[config.mk]
export PLATFORM = sky130hd
export DESIGN_NAME = channel_accum
export DESIGN_NICKNAME = d
export VERILOG_FILES = /design/src/rtl/channel_accum.sv
export SDC_FILE = /design/constraint.sdc
export NUM_CORES = 1
export LEC_CHECK = 0
export BUFFER_PORTS_ARGS = -buffer_cell sky130_fd_sc_hd__buf_4
export CAP_MARGIN = 20
export CORE_ASPECT_RATIO = 1.25
export CORE_MARGIN = 4
export CORE_UTILIZATION = 45
export CTS_CLUSTER_SIZE = 40
export DETAILED_ROUTE_END_ITERATION = 10
export SYNTH_ARGS = -nofsm -noshare
export SYNTH_HDL_FRONTEND = slang
export SYNTH_SLANG_ARGS = --single-unit
[constraint.sdc]
create_clock -name clk -period 7 [get_ports clk]
set_input_delay 0.35 -clock clk [delete_from_list [all_inputs] [get_ports clk]]
set_output_delay 0.35 -clock clk [all_outputs]
set_load 0.05 [all_outputs]
[src/rtl/channel_accum.sv]
// Despread-and-dump correlator channel: signs each complex product by the PRN
// chip, integrates over one code period and hands the sum to a consumer.
// Optional macro CHANNEL_ACCUM_SAT_EN: clamp on accumulator overflow instead of wrapping.
//
// state | meaning
// IDLE  | channel disabled; accumulators held at 0, samples and epochs ignored
// RUN   | integrating valid samples; epoch sample dumps and restarts the sum
module channel_accum #(
  parameter int IN_W  = 6,
  parameter int ACC_W = 24
) (
  input  logic             clk,
  input  logic             reset,
  input  logic             enable,
  input  logic             in_valid,
  input  logic [IN_W-1:0]  cmplx_product_re,
  input  logic [IN_W-1:0]  cmplx_product_im,
  input  logic             code_bit,
  input  logic             epoch,
  output logic [ACC_W-1:0] dump_re,
  output logic [ACC_W-1:0] dump_im,
  output logic             dump_valid,
  input  logic             dump_ack,
  output logic             overrun,
  output logic             ovf
);

  typedef enum logic {IDLE = 1'b0, RUN = 1'b1} state_t;

  state_t           state_q, state_d;
  logic             run;
  logic [ACC_W-1:0] acc_re, acc_im;
  logic [ACC_W-1:0] ext_re, ext_im;
  logic [ACC_W-1:0] term_re, term_im;
  logic [ACC_W:0]   add_re, add_im;
  logic             dump_now;

  // Returns {overflow, result}; the sum is formed one bit wider so the
  // overflow test is a simple compare of the top two bits.
  function automatic logic [ACC_W:0] acc_add(input logic [ACC_W-1:0] a,
                                             input logic [ACC_W-1:0] b);
    logic [ACC_W:0]   s;
    logic             o;
    logic [ACC_W-1:0] r;
    s = {a[ACC_W-1], a} + {b[ACC_W-1], b};
    o = s[ACC_W] ^ s[ACC_W-1];
    r = s[ACC_W-1:0];
`ifdef CHANNEL_ACCUM_SAT_EN
    if (o) begin
      r = s[ACC_W] ? {1'b1, {(ACC_W-1){1'b0}}} : {1'b0, {(ACC_W-1){1'b1}}};
    end
`endif
    return {o, r};
  endfunction

  always_ff @(posedge clk) begin
    if (reset) begin
      state_q <= IDLE;
    end else begin
      state_q <= state_d;
    end
  end

  always_comb begin
    state_d = state_q;
    run     = 1'b0;
    case (state_q)
      IDLE: begin
        if (enable) state_d = RUN;
      end
      RUN: begin
        run = enable;
        if (!enable) state_d = IDLE;
      end
      default: state_d = IDLE;
    endcase
  end

  // Negation happens after sign extension, so the most negative input is safe.
  assign ext_re  = {{(ACC_W-IN_W){cmplx_product_re[IN_W-1]}}, cmplx_product_re};
  assign ext_im  = {{(ACC_W-IN_W){cmplx_product_im[IN_W-1]}}, cmplx_product_im};
  assign term_re = code_bit ? (~ext_re + 1'b1) : ext_re;
  assign term_im = code_bit ? (~ext_im + 1'b1) : ext_im;

  assign add_re   = acc_add(acc_re, term_re);
  assign add_im   = acc_add(acc_im, term_im);
  assign dump_now = run & in_valid & epoch;

  always_ff @(posedge clk) begin
    if (reset) begin
      acc_re     <= '0;
      acc_im     <= '0;
      dump_re    <= '0;
      dump_im    <= '0;
      dump_valid <= 1'b0;
      overrun    <= 1'b0;
      ovf        <= 1'b0;
    end else begin
      if (!run) begin
        acc_re <= '0;
        acc_im <= '0;
      end else if (in_valid) begin
        if (add_re[ACC_W] | add_im[ACC_W]) ovf <= 1'b1;
        if (epoch) begin
          acc_re  <= '0;
          acc_im  <= '0;
          dump_re <= add_re[ACC_W-1:0];
          dump_im <= add_im[ACC_W-1:0];
        end else begin
          acc_re <= add_re[ACC_W-1:0];
          acc_im <= add_im[ACC_W-1:0];
        end
      end

      // A new dump always wins over an ack; it is only lost if unread.
      if (dump_now) begin
        dump_valid <= 1'b1;
        if (dump_valid && !dump_ack) overrun <= 1'b1;
      end else if (dump_valid && dump_ack) begin
        dump_valid <= 1'b0;
      end
    end
  end

endmodule

==> impl_metrics.toml <==
[run_status]
status = "finished clean"

[clock_tree]
clkTransAtPathRegs_ns = 0.07
cts_hold_buf = 0
cts_buffers = 9
root_buffer = "clkbuf_16"
clockBufferDepth = 2
tritoncts = "done"
clkLatencyLatePin_ns = 0.35
cts.sink_count = 100
h-tree-depth = 3
post-cts-setup-buffers = 0
cts_resized = 0

[worst_hold_path]
holdCritStartpoint = "dump_ack"
min_to = "dump_valid"
hold_depth = 3
min_path_type = "in -> reg"

[global_routing]
grt_pass1_vias = 5614
grt_pass1_wl_mm = 28.55
grt_usage = 0.2246
grt-ovfl-total = 0
antenna_found_initial = 0
grt_max_degree = 53

[final_layout]
utilization = 0.5351
stdcell_count = 1012
finish.net_count = 915
syn_to_final_growth_pct = 15.43
antennaDiodeCount = 0
nFillCells = 1310
drive_gt1_frac = 0.1213

[die]
coreArea_mm2 = 0.01335
start_util = 0.4636
die_y_um = 139.1
num_io_pins = 70
rows = 47
die-area_mm2 = 0.01570
fp.dieW_um = 112.9

[sta]
maxSlewViolCount = 0
tns_ns = 0
post-route-min-period_ns = 3.778
finalSetupViolations = 0
rsz0062_at_grt = "no"
finClkSkew_ns = 0.007422
slew_headroom = 0.3121
fmax_mhz = 264.7
hold_viol_final = 0
period_share = 0.5397
worst_slew_pin_slew_ns = 1.028

[placement]
port_buffers = 69
place_inst = 995
dp_hpwl_mm = 12.97
gp_congestion = 0.9222

[synth]
yosys-top-cells-area = "dfxtp_1, ha_1, nand2_1"
syn_area_per_cell_um2 = 7.824
yosys.area.top_type = "dfxtp_1"
synth_edf_count = 0
synth_nets = 870
ys_types = 58
synth-seq-cells = 100
netlist.area_leader.share = 0.3235
synth_area_mm2 = 0.006188
yosysSeqAreaShare = 0.3235
async_flop_share = 0
ys.flop_type = "dfxtp_1"
synthCells = 791
yosys_warnings = 0

[detailed_routing]
wire_per_inst_um = 17.24
drtIter0Drc = 270
ant_nets = 0
drc = 0
num_vias = 5712
first_pass_iters = 5
viasPerCell = 5.644
totalWireLength_mm = 17.44

[setup_path]
crit_path_max_fanout = 4
arrival_ns = 4.05
ff2ff_setup_slack_ns = 3.87
start_kind = "input port"
r2r_cells = 12
critical_path_class = "in -> reg"
critical_path_required_ns = 7.27
r2r_end = "ovf"
cp-end-kind = "register"
timing.rr.start = "acc_im[0]"

[pwr]
peakVddDrop_mv = 0.1374
p_per_area_mw_per_mm2 = 186.4
leakagePower_nw = 2.987

[job]
drv_cap = 0
==> routing by layer <==
metal	share of wire	vias to the layer above	routed length, um	track usage
met1	0.42	2703	7277	0.2636
met2	0.52	103	9046	0.4054
li1	-	2873	-	-
met4	0.032	0	551	0.09177
met5	0	-	0	0
met3	0.033	33	568	0.03055
==> critical path: stages <==
cell       delay [ns]
buf_4            0.12
inv_1            0.06
ha_1             0.15
nand2_1          0.07
or3_1            0.32
ha_1             0.27
a21oi_1          0.38
ha_1             0.35
a21oi_1          0.15
a2bb2oi_1        0.24
o2bb2ai_1        0.10
a211o_2          0.34
and4_4           0.21
a311oi_4         0.35
o21ba_1          0.18
o221ai_1         0.15
a311oi_2         0.24
==> cells in the final DEF (no fill, tap or decap), types with 12 or more instances in the layout <==
master / instances
nand2_1: 140
dfxtp_1: 100
a21oi_1: 91
nor2_1: 75
buf_4: 71
ha_1: 58
a22oi_1: 38
xnor2_1: 33
o21ai_0: 31
inv_1: 24
xor2_1: 16
nand2b_1: 13
a21o_1: 13
nor2b_1: 12
==> through the flow <==
step	area, um2	total power [mW]	hold slack [ns]	setup WS [ns]
3_5_place_dp	6805	0.8074	0.4467	2.835
4_1_cts	7123	1.346	0.2765	3.201
3_3_place_gp	6805	0.8047	0.4427	2.984
2_1_floorplan	6188	0.7451	0.4453	3.476
6_report	7143	1.331	0.2911	3.222
5_1_grt	7143	1.391	0.2985	2.944
==> sequential cells by signal, summed over array words and instances, names as in the netlist <==
signal and flops:
acc_re 24, overrun 1, dump_re 24, state_q 1, acc_im 24, dump_valid 1
dump_im 24, ovf 1
==> worst max-delay path by stage <==
| stage | startpoint | end | slack (ns) | cells after the start |
|---|---|---|---|---|
| after detailed placement | cmplx_product_re[0] | ovf | 2.83 | 17 |
| after global placement | cmplx_product_re[3] | ovf | 2.98 | 15 |
| final | cmplx_product_re[1] | ovf | 3.22 | 17 |
| after CTS | cmplx_product_re[0] | ovf | 3.20 | 17 |
| after floorplan | cmplx_product_re[1] | ovf | 3.48 | 17 |
| after global routing | cmplx_product_re[1] | ovf | 2.94 | 17 |
==> cell usage after synthesis (2+ instances only) <==
library cell	number
inv_1	25
nand3b_1	2
a211oi_1	9
o31ai_1	5
nor2b_1	12
a41oi_1	2
dfxtp_1	100
nor2_1	76
a22oi_1	38
nor3_1	9
nand4_1	3
xor2_1	16
fa_1	2
o21a_1	6
o21bai_1	3
nand2b_1	13
or3_1	6
a211o_2	2
o221ai_1	2
clkbuf_1	32
a21oi_1	91
buf_1	6
o211ai_1	6
a21o_1	13
and2_1	3
nor3b_1	2
a21boi_0	3
xnor2_1	33
and3_1	4
o21ai_0	31
ha_1	58
nand3_1	6
nand2_1	142
a31oi_1	3
o32ai_1	2
a2bb2oi_1	3
==> cell families after synthesis <==
family,after synthesis,share of synthesized area
and+or+nand+nor,285,0.2000
AOI/OAI and AO/OA,234,0.2453
DFF,100,0.3235
buffers and inverters,63,0.03821
adders and majority gates,60,0.1237
xor gates and xnor gates,49,0.06935
==> power breakdown <==
group	leakage, nW	switching [mW]	internal (mW)
sequential	0.807	0.00352	0.575
clock	0.157	0.235	0.302
combinational	2.02	0.141	0.0759
==> final cells by class <==
| class | instances | area [um2] | share of cell area |
|---|---|---|---|
| repair buffers | 72 | 553.0 | 0.07742 |
| inverters | 25 | 93.84 | 0.01314 |
| clock buffers | 11 | 252.7 | 0.03538 |
| multi-input cells | 628 | 3963 | 0.5547 |
| clock inverters | 5 | 65.06 | 0.009108 |
| well taps | 171 | 214.0 | 0.02995 |
| flip-flops and latches | 100 | 2002 | 0.2803 |
(Power assumes the default switching activity.)
